## src/rtl/aes_sbox_pipe.sv

```systemverilog
// AES SubBytes / InvSubBytes per byte via GF((2^4)^2) inversion, 3 registered stages, 1 byte/cycle.
// Latency 3 cycles; ready_o falls when stage 1 is held by a stalled successor or during flush.
module aes_sbox_pipe (
   input  logic       clk_i,
   input  logic       rst_ni,
   input  logic       valid_i,
   output logic       ready_o,
   input  logic [7:0] data_i,
   input  logic       inv_i,
   input  logic       flush_i,
   output logic       valid_o,
   input  logic       ready_i,
   output logic [7:0] data_o
);

   // GF(2^4) arithmetic, field polynomial x^4 + x + 1
   function automatic logic [3:0] gf4_mul(input logic [3:0] a, input logic [3:0] b);
      logic [3:0] p;
      logic [3:0] t;
      p = 4'h0;
      t = a;
      for (int k = 0; k < 4; k++) begin
         if (b[k]) p = p ^ t;
         t = {t[2:0], 1'b0} ^ (t[3] ? 4'h3 : 4'h0);
      end
      return p;
   endfunction

   function automatic logic [3:0] gf4_sq(input logic [3:0] a);
      return gf4_mul(a, a);
   endfunction

   // Extension polynomial is y^2 + y + {e}, so delta needs a constant multiply by {e}
   function automatic logic [3:0] gf4_mul_e(input logic [3:0] a);
      return gf4_mul(a, 4'he);
   endfunction

   // a^-1 = a^14; zero naturally maps to zero
   function automatic logic [3:0] gf4_inv(input logic [3:0] a);
      logic [3:0] a2;
      logic [3:0] a4;
      logic [3:0] a8;
      a2 = gf4_sq(a);
      a4 = gf4_sq(a2);
      a8 = gf4_sq(a4);
      return gf4_mul(gf4_mul(a2, a4), a8);
   endfunction

   function automatic logic [7:0] iso_map(input logic [7:0] a);
      logic       t_a;
      logic       t_b;
      logic       t_c;
      logic [3:0] hi;
      logic [3:0] lo;
      t_a   = a[1] ^ a[7];
      t_b   = a[5] ^ a[7];
      t_c   = a[4] ^ a[6];
      lo[0] = t_c ^ a[0] ^ a[5];
      lo[1] = a[1] ^ a[2];
      lo[2] = t_a;
      lo[3] = a[2] ^ a[4];
      hi[0] = t_c ^ a[5];
      hi[1] = t_a ^ t_c;
      hi[2] = t_b ^ a[2] ^ a[3];
      hi[3] = t_b;
      return {hi, lo};
   endfunction

   function automatic logic [7:0] iso_unmap(input logic [7:0] q);
      logic       t_a;
      logic       t_b;
      logic [7:0] a;
      t_a  = q[1] ^ q[7];
      t_b  = q[4] ^ q[5];
      a[0] = q[0] ^ q[4];
      a[1] = t_b ^ q[7];
      a[2] = t_a ^ t_b;
      a[3] = t_b ^ q[1] ^ q[6];
      a[4] = t_a ^ t_b ^ q[3];
      a[5] = t_b ^ q[2];
      a[6] = t_a ^ q[2] ^ q[3] ^ q[4];
      a[7] = t_b ^ q[2] ^ q[7];
      return a;
   endfunction

   function automatic logic [7:0] aff_fwd(input logic [7:0] b);
      return b ^ {b[6:0], b[7]} ^ {b[5:0], b[7:6]} ^ {b[4:0], b[7:5]} ^ {b[3:0], b[7:4]} ^ 8'h63;
   endfunction

   function automatic logic [7:0] aff_inv(input logic [7:0] b);
      return {b[1:0], b[7:2]} ^ {b[4:0], b[7:5]} ^ {b[6:0], b[7]} ^ 8'h05;
   endfunction

   logic       r_v1;
   logic       r_v2;
   logic       r_v3;
   logic [3:0] r1_hi;
   logic [3:0] r1_sum;
   logic [3:0] r1_delta;
   logic       r1_inv;
   logic [3:0] r2_hi;
   logic [3:0] r2_sum;
   logic [3:0] r2_dinv;
   logic       r2_inv;
   logic [7:0] r3_data;

   logic       w_adv1;
   logic       w_adv2;
   logic       w_adv3;
   logic       w_in_xfer;
   logic [7:0] w_pre;
   logic [7:0] w_map;
   logic [3:0] w_hi;
   logic [3:0] w_lo;
   logic [3:0] w_sum;
   logic [3:0] w_delta;
   logic [7:0] w_comb;
   logic [7:0] w_unmap;
   logic [7:0] w_out;

   // Handshake chain: each stage moves when its successor is empty or moving too
   assign w_adv3    = r_v3 & ready_i;
   assign w_adv2    = r_v2 & (~r_v3 | w_adv3);
   assign w_adv1    = r_v1 & (~r_v2 | w_adv2);
   assign ready_o   = ~flush_i & (~r_v1 | w_adv1);
   assign w_in_xfer = valid_i & ready_o;
   assign valid_o   = r_v3;
   assign data_o    = r3_data;

   assign w_pre   = inv_i ? aff_inv(data_i) : data_i;
   assign w_map   = iso_map(w_pre);
   assign w_hi    = w_map[7:4];
   assign w_lo    = w_map[3:0];
   assign w_sum   = w_hi ^ w_lo;
   assign w_delta = gf4_mul(w_sum, w_lo) ^ gf4_mul_e(gf4_sq(w_hi));

   assign w_comb  = {gf4_mul(r2_hi, r2_dinv), gf4_mul(r2_sum, r2_dinv)};
   assign w_unmap = iso_unmap(w_comb);
   assign w_out   = r2_inv ? w_unmap : aff_fwd(w_unmap);

   always_ff @(posedge clk_i) begin
      if (!rst_ni || flush_i) begin
         r_v1 <= 1'b0;
         r_v2 <= 1'b0;
         r_v3 <= 1'b0;
      end else begin
         if (w_in_xfer)   r_v1 <= 1'b1;
         else if (w_adv1) r_v1 <= 1'b0;
         if (w_adv1)      r_v2 <= 1'b1;
         else if (w_adv2) r_v2 <= 1'b0;
         if (w_adv2)      r_v3 <= 1'b1;
         else if (w_adv3) r_v3 <= 1'b0;
      end
   end

   // Datapath carries no reset; contents only matter under the matching valid bit
   always_ff @(posedge clk_i) begin
      if (w_in_xfer) begin
         r1_hi    <= w_hi;
         r1_sum   <= w_sum;
         r1_delta <= w_delta;
         r1_inv   <= inv_i;
      end
      if (w_adv1) begin
         r2_hi   <= r1_hi;
         r2_sum  <= r1_sum;
         r2_dinv <= gf4_inv(r1_delta);
         r2_inv  <= r1_inv;
      end
      if (w_adv2) begin
         r3_data <= w_out;
      end
   end

endmodule
```

## config.mk

```make
export PLATFORM = sky130hd
export DESIGN_NAME = aes_sbox_pipe
export DESIGN_NICKNAME = d
export VERILOG_FILES = /design/src/rtl/aes_sbox_pipe.sv
export SDC_FILE = /design/constraint.sdc
export NUM_CORES = 1
export LEC_CHECK = 0
export CAP_MARGIN = 20
export CORE_ASPECT_RATIO = 0.8
export CORE_UTILIZATION = 32
export CTS_CLUSTER_SIZE = 14
export DETAILED_ROUTE_END_ITERATION = 8
export HOLD_SLACK_MARGIN = 0.1
export PLACE_DENSITY_LB_ADDON = 0.3
export SYNTH_ARGS = -nofsm -noshare
export SYNTH_HDL_FRONTEND = slang
export SYNTH_SLANG_ARGS = --single-unit
```

## constraint.sdc

```tcl
create_clock -name clk_i -period 6 [get_ports clk_i]
set_input_delay 1.2 -clock clk_i [delete_from_list [all_inputs] [get_ports clk_i]]
set_output_delay 1.2 -clock clk_i [all_outputs]
set_load 0.005 [all_outputs]
```

After elaboration in Yosys (flattened, before gate mapping)
Index checks and enable logic that the tools add are counted.
Storage, ports and cells
  logic and storage cells: 209
  register bits after elaboration: 37
  input bits: 14
Operators by class
  reductions and logical operators: 5
  bitwise gates (word level): 102
  mux-type cells: 90
Operators by type and width (number)
  4-bit two-way mux: 55
  4-bit XOR: 31
  4-bit by 2-bit XOR with 4-bit output: 27
  2-bit two-way mux: 27
  8-bit XOR: 6
  1-bit XOR: 24
  8-bit two-way mux: 2
  1-bit two-way mux: 6
  2-bit nonzero test: 3
  1-bit bitwise AND: 5
  1-bit NOT: 4
  4-bit NOT: 1
  1-bit bitwise OR: 3
  2-bit NOT: 1
  1-bit logical NOT: 1
  1-bit logical OR: 1

Depth between registers and ports, before layout
Gate-level depths: netlist of run 1.
  word-level depth: 47
  mapped depth: 20

Worst setup path after synthesis of run 1
No wires, ideal clock.
  kind: reg2reg
  start: reg r1_delta[0]
  end: reg r2_dinv[2], data pin
  data required time: 5.735 ns
  setup time: 0.265 ns
  stages on the path, launching flop included: 20
  setup slack: 1.351 ns
  arrival time: 4.384 ns
  clock period less this slack: 4.649 ns
  path through: edfxtp_1 -> ha_1 -> clkbuf_4 -> nand2_1 -> xnor2_2 -> clkinv_2 -> ha_1 -> xor3_1 -> mux2i_1 -> xor2_1 -> inv_1 -> ha_1 -> xnor2_1 -> mux2_2 -> xnor3_1 -> a2bb2oi_1 -> o22ai_1 -> nand2_1 -> o221ai_1 -> xor2_1
Between the ends
  cells in the longest elaborated chain, start to end: 43
  elaborated cells on any way between the ends: 74
  classes of those cells: 47 x mux; 27 x bitwise
RTL lines
  start, declared: line 99  | logic [3:0] r1_delta;
  start signal, assigned: line 161  | r1_delta <= w_delta;
  4-bit two-way mux: line 23  | if (b[k]) p = p ^ t;
  4-bit two-way mux: line 164  | if (w_adv1) begin
  4-bit XOR: line 23
  4-bit two-way mux: line 23
  4-bit two-way mux: line 164
  4-bit XOR: line 23
  4-bit two-way mux: line 23
  4-bit two-way mux: line 164
  [27 not listed]
  4-bit XOR: line 23
  4-bit two-way mux: line 23
  4-bit two-way mux: line 164
  4-bit XOR: line 23
  4-bit two-way mux: line 23
  4-bit two-way mux: line 164
  4-bit XOR: line 23
  4-bit two-way mux *: line 23
  end signal, assigned: line 167  | r2_dinv <= gf4_inv(r1_delta);
  end, declared: line 103  | logic [3:0] r2_dinv;
Mark *: on every way between the ends. The rest lies on a longest branch, timed or not. The select of a mux whose other input is x is not followed.
A chain may end at the register's enable or synchronous reset.

Worst setup path after layout of run 1
Same ends and word-level chain as after synthesis.

==> flow_results.org, run 1 <==
** Yosys
- Share of synthesized area occupied by flip-flops and latches :: 27.06%
- Yosys reg bits :: 37
- Cells taking the most area after synthesis :: sky130_fd_sc_hd__edfxtp_1, sky130_fd_sc_hd__xnor2_1, sky130_fd_sc_hd__xor2_1
- Post-synth design cell area :: 3995 sq um
- After technology mapping, the gate count stands at 459.
- Share of async-settable or async-resettable flops after synthesis :: 0%
- Number of synthesis warnings :: 0
- Avg Cell Area, Syn :: 8.704 sq um
- Yosys mapped the design onto 64 distinct sky130hd cell types.
- Count of flip-flops with a built-in enable after synthesis :: 34
- Synthesis produced a netlist with a net count of 478.
- Portion of synthesized cell area occupied by the leading cell type :: 25.56%
- Dominant synthesized flop cell :: sky130_fd_sc_hd__edfxtp_1
- Library cell with the largest summed area after synthesis :: sky130_fd_sc_hd__edfxtp_1

** Floorplanning
- Die boundary height :: 101.9 microns
- Width of the die :: 126.9 microns
- The die covers 12940 sq um.
- Core Footprint :: 12160 sq um
- The initial utilization of the core area, before any placement, comes to 32.85%.
- Row generation in the floorplan step produced 36 rows.
- I/O pins :: 24

** Placed design
- Buffers placed on the I/O ports in this run total 23.
- Cell count after placement :: 614
- Total half-perimeter wirelength after legalization and detailed placement :: 5.769 mm
- Routability-driven placement congestion ratio :: 0.7991
- Post-place instance area :: 4325 sq um

** Timing
- Clock period minus final worst setup slack :: 5.558 ns
- Adding up every negative setup slack in the final design gives 0 ns.
- At the pin with the least slew margin, the transition time is 0.7876 ns.
- Period utilisation layout :: 92.64%
- Derived from the worst setup path, the maximum achievable clock frequency is 179.9 MHz.
- The final hold violation count was 0.
- Final-report max-slew violation count :: 0
- Slew margin rel. :: 47.31%
- RSZ-0062 raised after global routing :: false
- Clock tree skew after final layout :: 0.004833 ns
- Setup violations remaining at the end of the flow were counted as 0.

** Routing
- Number of DRC violations after detailed-routing iteration 0 :: 195
- Dividing the detail-routed via count by the number of cells gives 4.854.
- Antenna violation net count after detailed routing :: 0
- Summed over all layers, the routed wires come to 7.504 mm.
- The first detailed-routing pass took 4 iterations.
- After detailed routing, the number of remaining DRC violations is 0.
- After detailed routing, the average wire length per cell comes to 12.04 microns.
- Detailed routing inserted a total of 3024 vias.

** Setup path
- The critical path starts at r1_delta[0]$_DFFE_PP_.
- Element type at the critical path end :: flop
- The worst setup path is launched from a flop.
- The kind of cell with the highest combined delay along the critical path is XOR/XNOR gates.
- CP Data Required Time :: 6.01 ns
- Crit path buffers/inverters :: 2
- Max stage delay on crit path :: 0.59 ns
- Critical path peak fanout :: 12
- Startpoint of the worst-slack reg-to-reg timing path :: r1_delta[0]$_DFFE_PP_
- The critical path goes through ha_1, nand2_1, xnor2_4, clkinv_2, ha_2, xor3_1, mux2i_1, xor2_1, inv_1, ha_1, xnor2_1, mux2_2, xnor3_1, a2bb2oi_1, o22ai_1, nand2_1, o221ai_1, xor2_1.
- Data arrival time of the critical path :: 5.57 ns
- The worst setup path is of the reg -> reg kind.
- The largest individual stage delay along the critical path comes from the cell sky130_fd_sc_hd__edfxtp_1.

** CTS
- The clock reaches the later pin of the worst-skew pair after 0.28 ns.
- Counting the buffers created by CTS gives 5.
- The H-tree generated during clock tree synthesis spans 2 levels.
- No sink is reached through more buffers than the 2 on the longest clock path.
- Clock root buffer :: sky130_fd_sc_hd__clkbuf_16
- TritonCTS built the clock tree.
- Clock tree sinks :: 37
- The number of hold buffers added after CTS was 0.
- Clock Pin Slew Worst Setup and Hold Paths :: 0.06 ns
- In this run the post-CTS setup repair buffer count came out at 0.

** Layout
- For this run, the share of the core covered by cells in the final layout is 37.01%.
- Filler cell count :: 1247
- Layout Nets :: 489
- For this run, the number of standard cells in the final layout without fillers is 623.
- The finished cells cover 4501 sq um.
- Fraction of final layout cells sized beyond drive strength 1 :: 8.280%
- Area added between synthesis and finish :: 12.65%
- Number of antenna diodes :: 0

** Global route
- For this run the aggregate overflow at the end of global routing stands at 0.
- Number of antenna violations at the first check in global routing :: 0
- The first global-routing pass estimated 12.41 mm of wire.
- Maximum number of pins on one net before global-route repair :: 26
- Total GRT Usage :: 11.59%
- Vias in the first global route :: 2754

** Run status
- The run finished with clean final reports.

** Run
- Max-capacitance violation count :: 0

** Hold path
- The worst hold path begins at r1_hi[0]$_DFFE_PP_.
- The min-delay analysis places its worst path in the category reg -> reg.
[layout make-up]
class	count	area, sq um	area share (%)
clock buffer	5	125.1	2.780
sequential	37	1081	24.02
tap	152	190.2	4.226
timing repair buffer	32	297.8	6.617
inverter	12	46.29	1.029
clock inverter	3	21.27	0.4726
multi-input combinational	382	2739	60.86
[placed cells by master (no fill, tap or decap), drive strengths merged, types with 3 or more instances in the layout]
| cell | instances |
|---|---|
| xnor2 | 86 |
| nand2 | 56 |
| nor2 | 40 |
| xor2 | 37 |
| edfxtp | 34 |
| a21oi | 27 |
| clkdlybuf4s50 | 23 |
| o21ai | 17 |
| mux2i | 16 |
| nor2b | 12 |
| inv | 11 |
| a31oi | 9 |
| buf | 9 |
| nand2b | 7 |
| nor3 | 7 |
| a22oi | 5 |
| clkbuf | 5 |
| ha | 5 |
| and2 | 4 |
| nand3 | 4 |
| mux2 | 4 |
| a21o | 4 |
| a211oi | 3 |
| o211ai | 3 |
| dfxtp | 3 |
| clkinv | 3 |
[synthesized netlist by cell type (all sizes together) (7+ instances only)]
| cell type | instances |
|---|---|
| buf | 12 |
| a31oi | 9 |
| nand2b | 7 |
| nor2b | 12 |
| mux2i | 16 |
| nor3 | 7 |
| nor2 | 40 |
| clkbuf | 16 |
| xor2 | 37 |
| a21oi | 27 |
| edfxtp | 34 |
| xnor2 | 86 |
| inv | 10 |
| nand2 | 56 |
| o21ai | 17 |
[logic make-up (layout without fill, tap and decap cells)]
kind of cell / after synthesis / count (layout) / synth area share (%)
and+or+nand+nor: 140 / 140 / 16.19
buffers and inverters: 40 / 52 / 4.917
adders and majority gates: 6 / 6 / 1.816
AOI/OAI and AO/OA: 91 / 91 / 14.94
muxes: 20 / 20 / 5.543
xor gates and xnor gates: 125 / 125 / 29.53
DFF: 37 / 37 / 27.06
[stage by stage]
step,worst slack [ns],hold WS [ns]
floorplan,1.351,0.4003
global placement,0.5252,0.4041
detailed placement,0.2960,0.4045
CTS,0.2681,0.4159
global route,0.04535,0.4258
finish,0.4418,0.4152
[routing by layer]
layer | wire length, microns | share of wire, % | track usage (%)
met1 | 3849 | 51 | 15.57
met2 | 3459 | 46 | 19.74
met3 | 169 | 2.3 | 1.990
met4 | 26 | 0.35 | 2.289
met5 | 0 | 0 | 0
[registers in the layout, indices dropped and copies added, names as in the netlist, 4 cells and up]
register  cells
r2_dinv       4
r2_hi         4
data_o        8
r1_delta      4
r1_sum        4
r2_sum        4
r1_hi         4
[final timing paths]
check / depth (start not counted) / slack, ns / end
hold / removal: 0 / 0.42 / r2_hi[0]$_DFFE_PP_
hold reg to reg: 0 / 0.42 / r2_hi[0]$_DFFE_PP_
setup / recovery: 18 / 0.44 / r2_dinv[2]$_DFFE_PP_
setup reg to reg: 18 / 0.44 / r2_dinv[2]$_DFFE_PP_
[repair_timing]
action	in CTS	in global routing
endpoints found under the hold margin	0	0
resized for setup	0	3
endpoints found under the setup margin	0	2
Power of run 1 is left out: the tool's default activity adds up to more than one toggle a clock period on the data nets, which glitch-free logic cannot reach.
==> run 2, diff against run 1 <==
--- a/config.mk
+++ b/config.mk
@@ -7,7 +7,7 @@
 export LEC_CHECK = 0
 export CAP_MARGIN = 20
 export CORE_ASPECT_RATIO = 0.8
-export CORE_UTILIZATION = 32
+export CORE_UTILIZATION = 40
 export CTS_CLUSTER_SIZE = 14
 export DETAILED_ROUTE_END_ITERATION = 8
 export HOLD_SLACK_MARGIN = 0.1
==> flow_results.org, run 2 (synthesis results as in run 1) <==
** Run status
- Outcome :: complete, no violations

** Floorplanning
- Core Footprint :: 9689 sq um (-20%)
- Width of the die :: 113.7 microns (-10%)
- I/O pins :: 24 (unchanged)
- The starting density of the core was 41.23% (+8.4 points).
- The vertical die dimension is 91.39 microns (-10%).
- The row count was 32 (-11%).
- The die area came to 10390 sq um (-20%).

** Setup path
- Startpoint of the worst-slack reg-to-reg timing path :: r1_delta[0]$_DFFE_PP_
- Element type at the critical path end :: flop
- The required time reported for the critical path endpoint came to 6.02 ns (about the same).
- The worst register-to-register path ends at r2_dinv[2]$_DFFE_PP_.
- The signal arrival time at the worst endpoint came to 5.61 ns (+0.04 ns).
- Critical path peak fanout :: 12 (unchanged)
- Crit path kind :: reg -> reg
- The number of buffers and inverters on the critical path came to 2 (unchanged).
- The count of cells along the worst register-to-register path was 18 (unchanged).
- The biggest cell delay along the critical path was 0.65 ns (+0.06 ns).
- R2r setup slk :: 0.40 ns (-0.04 ns)
- Crit-path leading delay family :: XOR/XNOR gates
- STA classifies the critical path startpoint as a flop.
- The critical path goes through ha_1, mux2i_4, xnor2_2, clkinv_2, ha_1, xor3_1, mux2i_1, xor2_1, inv_1, ha_1, xnor2_1, mux2_2, xnor3_1, a2bb2oi_1, o22ai_1, nand2_1, o221ai_1, xor2_1.
- For this design, the slowest cell found on the critical path is sky130_fd_sc_hd__edfxtp_1.
- Critical path's most frequent cell :: sky130_fd_sc_hd__ha_1

** Timing
- Setup Viol. Count Final :: 0 (unchanged)
- RSZ-0062 raised after global routing :: false
- The count of final max-slew check failures was 0 (unchanged).
- The final worst clock skew came to 0.005393 ns (+0.0005604 ns).
- The highest clock frequency the design can meet is 178.7 MHz (-0.67%).
- The post-layout minimum cycle time was 5.595 ns (+0.03729 ns).
- Setup TNS Final :: 0 ns (unchanged)
- The transition time of the tightest slew-check pin came to 0.7431 ns (-0.04449 ns).
- Period utilisation layout :: 93.26% (+0.62 points)
- The relative slew slack was 49.04% (+1.7 points).
- Final hold vios :: 0 (unchanged)

** Global route
- The global route total overflow is 0 (unchanged).
- The initial antenna violation count came to 0 (unchanged).
- The wire length of the first global-routing pass is 12.84 mm (+3.5%).
- The via count of the first global-routing pass came to 2812 (+2.1%).
- The pin count of the biggest net entering global routing is 27 (+3.8%).
- The combined global-route utilization of all metal layers was 15.15% (+3.6 points).

** CTS
- Number of buffers inserted by post-CTS setup repair :: 0 (unchanged)
- Clock tree sinks :: 37 (unchanged)
- The CTS H-tree depth came to 2 (unchanged).
- Clock Pin Slew Worst Setup and Hold Paths :: 0.06 ns (about the same)
- TritonCTS built the clock tree.
- Bufs on Longest Clock Path :: 2 (unchanged)
- Clock root buffer :: sky130_fd_sc_hd__clkbuf_16
- The CTS buffer count came to 5 (unchanged).
- Clock latency at the later pin of the worst-skew pair :: 0.28 ns (about the same)

** Layout
- The top cell types in the final layout, fill and taps aside, are sky130_fd_sc_hd__xnor2_1, sky130_fd_sc_hd__nand2_1, sky130_fd_sc_hd__nor2_1.
- Number of antenna diodes :: 0 (unchanged)
- The flip-flop count of the largest register, all copies and words added was 8 (unchanged).
- The area taken by flip-flops and latches was 1081 sq um (unchanged).
- Compared with the post-synthesis result, the final layout area differs by 11.53%.
- The library cell used most frequently in the layout, excluding fill and tap cells, is sky130_fd_sc_hd__xnor2_1.
- The final design area excluding fillers is 4456 sq um (-1.0%).
- The final design utilization is 45.98% (+9.0 points).
- Fraction of final layout cells sized beyond drive strength 1 :: 7.676% (-0.60 points)
- Area of the multi-input gates :: 2725 sq um (-0.50%)
- Layout Nets :: 487 (-0.41%)
- Filler cell count :: 948 (-24%)

** Placed design
- The routability congestion estimate came to 0.7983 (-0.10%).
- Post-place instance area :: 4290 sq um (-0.81%)
- The number of port buffers is 23 (unchanged).
- The detailed placement HPWL was 5.795 mm (+0.45%).

** Hold path
- Cells on Worst Hold Path :: 0 (unchanged)
- Start point of the worst hold path :: r1_sum[2]$_DFFE_PP_
- The path class of the tightest hold or removal check is reg -> reg.
- Endpoint of the worst hold-timing path :: r2_sum[2]$_DFFE_PP_

** Routing
- Routed len/inst :: 12.57 microns (+4.4%)
- Total wire length after detailed routing :: 7.606 mm (+1.4%)
- The detailed-router iteration count before antenna repair was 4 (unchanged).
- The number of vias per cell is 5.078 (+4.6%).
- The number of DRC violations after detailed routing came to 0 (unchanged).
- Antenna violation net count after detailed routing :: 0 (unchanged)
- Number of DRC violations after detailed-routing iteration 0 :: 143 (-27%)
- Total number of vias :: 3072 (+1.6%)

** Run
- The number of maximum-capacitance constraint violations is 0 (unchanged).
[run 2: changes by cell type in the layout (fill, tap and decap cells not counted), sizes merged]
cell and change:
buf -2
[run 2: worst register-to-register path: stages (launching register included)]
cell	delay [ns]
sky130_fd_sc_hd__edfxtp_1	0.65
sky130_fd_sc_hd__ha_1	0.39
sky130_fd_sc_hd__mux2i_4	0.19
sky130_fd_sc_hd__xnor2_2	0.44
sky130_fd_sc_hd__clkinv_2	0.24
sky130_fd_sc_hd__ha_1	0.55
sky130_fd_sc_hd__xor3_1	0.50
sky130_fd_sc_hd__mux2i_1	0.24
sky130_fd_sc_hd__xor2_1	0.34
sky130_fd_sc_hd__inv_1	0.08
sky130_fd_sc_hd__ha_1	0.31
sky130_fd_sc_hd__xnor2_1	0.15
sky130_fd_sc_hd__mux2_2	0.34
sky130_fd_sc_hd__xnor3_1	0.29
sky130_fd_sc_hd__a2bb2oi_1	0.16
sky130_fd_sc_hd__o22ai_1	0.09
sky130_fd_sc_hd__nand2_1	0.09
sky130_fd_sc_hd__o221ai_1	0.11
sky130_fd_sc_hd__xor2_1	0.18
[run 2: final cells by class]
| cell class | count | area share (%) |
|---|---|---|
| Multi-Input combinational cell | 382 | 61.16 |
| Sequential cell | 37 | 24.26 |
| Timing Repair Buffer | 30 | 6.431 |
| Tap cell | 136 | 3.819 |
| Clock buffer | 5 | 2.808 |
| Inverter | 12 | 1.039 |
| Clock inverter | 3 | 0.4774 |
[run 2: worst max path at each step]
stage,from,slack [ns],depth (start not counted),endpoint
after floorplan,r1_delta[0]$_DFFE_PP_,1.35,19,r2_dinv[2]$_DFFE_PP_
after global placement,r1_delta[0]$_DFFE_PP_,0.64,18,r2_dinv[2]$_DFFE_PP_
after detailed placement,r1_delta[0]$_DFFE_PP_,0.37,17,r2_dinv[2]$_DFFE_PP_
after CTS,r1_delta[0]$_DFFE_PP_,0.36,17,r2_dinv[2]$_DFFE_PP_
after global routing,r1_delta[0]$_DFFE_PP_,0.03,18,r2_dinv[2]$_DFFE_PP_
final,r1_delta[0]$_DFFE_PP_,0.40,18,r2_dinv[2]$_DFFE_PP_
[run 2: per-stage QoR]
| step | worst slack [ns] | hold slack [ns] | instances |
|---|---|---|---|
| 3_5_place_dp | 0.3658 | 0.4045 | 596 |
| 6_report | 0.4045 | 0.4141 | 605 |
| 2_1_floorplan | 1.351 | 0.4003 | 459 |
| 4_1_cts | 0.3558 | 0.4155 | 604 |
| 3_3_place_gp | 0.6421 | 0.4025 | 596 |
| 5_1_grt | 0.03429 | 0.4253 | 605 |
[run 2: what timing repair did]
item                       4_1_cts  5_1_grt
gates resized for setup          0        1
hold buffers                     0        0
setup endpoints to repair        0        1
[run 2: per-layer routing]
| metal | GRT usage [%] | wire [microns] |
|---|---|---|
| met5 | 0 | 0 |
| met4 | 3.618 | 55 |
| met3 | 2.603 | 252 |
| met2 | 25.76 | 3718 |
| met1 | 19.87 | 3579 |
Power of run 2 is left out for the same reason.
==> run 3, diff against run 2 <==
--- a/config.mk
+++ b/config.mk
@@ -5,10 +5,8 @@
 export SDC_FILE = /design/constraint.sdc
 export NUM_CORES = 1
 export LEC_CHECK = 0
-export CAP_MARGIN = 20
 export CORE_ASPECT_RATIO = 0.8
 export CORE_UTILIZATION = 40
-export CTS_CLUSTER_SIZE = 14
 export DETAILED_ROUTE_END_ITERATION = 8
 export HOLD_SLACK_MARGIN = 0.1
 export PLACE_DENSITY_LB_ADDON = 0.3
==> flow_results.org, run 3 (synthesis results as in run 1) <==
** Run status
- Outcome :: complete, no violations

** Layout
- The final design utilization came to 45.87% (-0.12 points).
- Compared with the post-synthesis result, the final layout area differs by 11.24%.
- Number of antenna diodes :: 0 (unchanged)
- Largest register FFs :: 8 (unchanged)
- The layout net count came to 486 (-0.21%).
- The library cell used most frequently in the layout, excluding fill and tap cells, is sky130_fd_sc_hd__xnor2_1.
- Sequential Area :: 1081 sq um (unchanged)
- Fraction of final layout cells sized beyond drive strength 1 :: 7.479% (-0.20 points)
- The number of fill cells in the layout was 948 (unchanged).
- Area of the multi-input gates :: 2725 sq um (unchanged)
- In the layout the commonest cells are sky130_fd_sc_hd__xnor2_1, sky130_fd_sc_hd__nand2_1, sky130_fd_sc_hd__nor2_1.

** Global route
- Gr ovfl total :: 0 (unchanged)
- The combined global-route utilization of all metal layers was 15.15% (unchanged).
- Vias in the first global route :: 2812 (unchanged)
- The wire length of the first global-routing pass came to 12.84 mm (unchanged).
- Maximum number of pins on one net before global-route repair :: 27 (unchanged)
- The initial antenna violation count came to 0 (unchanged).

** Timing
- The final worst clock skew is 0.005344 ns (-0.00004935 ns).
- Clock period minus final worst setup slack :: 5.619 ns (+0.02351 ns)
- Setup Viol. Count Final :: 0 (unchanged)
- The fraction of the cycle the final worst path needs came to 93.65% (+0.39 points).
- Final hold vios :: 0 (unchanged)
- Top achievable clock speed :: 178.0 MHz (-0.42%)
- The transition time of the tightest slew-check pin is 1.179 ns (+0.4357 ns).
- RSZ-0062 raised after global routing :: false
- The count of final max-slew check failures is 0 (unchanged).
- The relative slew slack was 21.25% (-28 points).
- Setup TNS Final :: 0 ns (unchanged)

** Routing
- The detailed-router iteration count before antenna repair was 4 (unchanged).
- The average wire per cell in the routed design was 12.58 microns (about the same).
- The total via count in the routed design came to 3078 (+0.20%).
- Routed via count divided by cell count :: 5.096 (+0.36%)
- Number of DRC violations after detailed-routing iteration 0 :: 117 (-18%)
- Antenna violation net count after detailed routing :: 0 (unchanged)
- Remaining DRCs :: 0 (unchanged)
- The total routed wirelength was 7.596 mm (-0.13%).

** Hold path
- Cells on Worst Hold Path :: 0 (unchanged)
- The worst hold path belongs to the class reg -> reg.
- The worst hold path begins at r1_sum[2]$_DFFE_PP_.

** Setup path
- The critical path starts at r1_delta[0]$_DFFE_PP_.
- FF-to-FF path depth :: 18 (unchanged)
- Crit path kind :: reg -> reg
- CP Data Required Time :: 6.02 ns (about the same)
- The worst setup path is launched from a flop.
- Data arrival time of the critical path :: 5.63 ns (+0.02 ns)
- The worst setup path is captured at a flop.
- The worst register-to-register path begins at r1_delta[0]$_DFFE_PP_.
- Critical path peak fanout :: 12 (unchanged)

** Run
- The number of maximum-capacitance constraint violations came to 0 (unchanged).

** Floorplanning
- The starting density of the core came to 41.23% (unchanged).
- Die boundary height :: 91.39 microns (unchanged)
- Die ar. :: 10390 sq um (unchanged)
- Core Footprint :: 9689 sq um (unchanged)
- Number of rows created at floorplan :: 32 (unchanged)
- Width of the die :: 113.7 microns (unchanged)
- The I/O pin count was 24 (unchanged).

** CTS
- Clock Pin Slew Worst Setup and Hold Paths :: 0.06 ns (about the same)
- CTS placed an instance of sky130_fd_sc_hd__clkbuf_16 at the clock tree root.
- CTS Hold Buffers Added :: 0 (unchanged)
- Clock buffer count from CTS :: 5 (unchanged)
- The total clock sinks came to 37 (unchanged).
- The maximum buffer depth of the clock tree came to 2 (unchanged).
- TritonCTS built the clock tree.
- The clock latency of the later-clocked register in the worst-skew pair is 0.28 ns (about the same).
- H-tree levels :: 2 (unchanged)

** Placed design
- The routability congestion estimate came to 0.7983 (unchanged).
- Total half-perimeter wirelength after legalization and detailed placement :: 5.795 mm (unchanged)
- Number of buffer cells added on primary ports :: 23 (unchanged)
run 3: changes by cell type in the layout (fill, tap and decap cells not counted):
cell,change
sky130_fd_sc_hd__buf_6,-1
run 3: layout make-up:
class	instances	share of cell area [%]
Sequential cell	37	24.32
Tap cell	136	3.829
Clock buffer	5	2.815
Multi-Input combinational cell	382	61.32
Timing Repair Buffer	29	6.194
Inverter	12	1.042
Clock inverter	3	0.4786
run 3: final timing paths:
path         slack [ns]                    to
min reg2reg        0.41   r2_sum[2]$_DFFE_PP_
max                0.38  r2_dinv[2]$_DFFE_PP_
min                0.41   r2_sum[2]$_DFFE_PP_
max reg2reg        0.38  r2_dinv[2]$_DFFE_PP_
run 3: metrics by stage:
stage          setup WS (ns)  cell area, sq um  hold WS [ns]  instances
2_1_floorplan          1.351              3995        0.4003        459
3_3_place_gp          0.6421              4290        0.4025        596
3_5_place_dp          0.3658              4290        0.4045        596
4_1_cts               0.3558              4437        0.4155        604
5_1_grt              0.03429              4444        0.4253        604
6_report              0.3810              4444        0.4138        604
run 3: repair_timing:
item / in CTS / in global routing
setup endpoints to repair: 0 / 1
gates resized for setup: 0 / 1
setup buffers: 0 / 0
run 3: critical path, cell delays in order (launching register included):
cell and delay [ns]:
sky130_fd_sc_hd__edfxtp_1 0.65, sky130_fd_sc_hd__ha_1 0.39, sky130_fd_sc_hd__mux2i_4 0.19, sky130_fd_sc_hd__xnor2_2 0.44
sky130_fd_sc_hd__clkinv_2 0.24, sky130_fd_sc_hd__ha_1 0.55, sky130_fd_sc_hd__xor3_1 0.50, sky130_fd_sc_hd__mux2i_1 0.23
sky130_fd_sc_hd__xor2_1 0.34, sky130_fd_sc_hd__inv_1 0.08, sky130_fd_sc_hd__ha_1 0.31, sky130_fd_sc_hd__xnor2_1 0.15
sky130_fd_sc_hd__mux2_2 0.34, sky130_fd_sc_hd__xnor3_1 0.29, sky130_fd_sc_hd__a2bb2oi_1 0.16, sky130_fd_sc_hd__o22ai_1 0.09
sky130_fd_sc_hd__nand2_1 0.09, sky130_fd_sc_hd__o221ai_1 0.11, sky130_fd_sc_hd__xor2_1 0.18
run 3: layer usage:
layer / global-route usage [%] / vias to the layer above / share of wire (%)
li1: - / 1591 / -
met1: 19.87 / 1442 / 48
met2: 25.76 / 40 / 49
met3: 2.603 / 5 / 2.8
met4: 3.618 / 0 / 0.70
met5: 0 / - / 0
Power of run 3 is left out for the same reason.
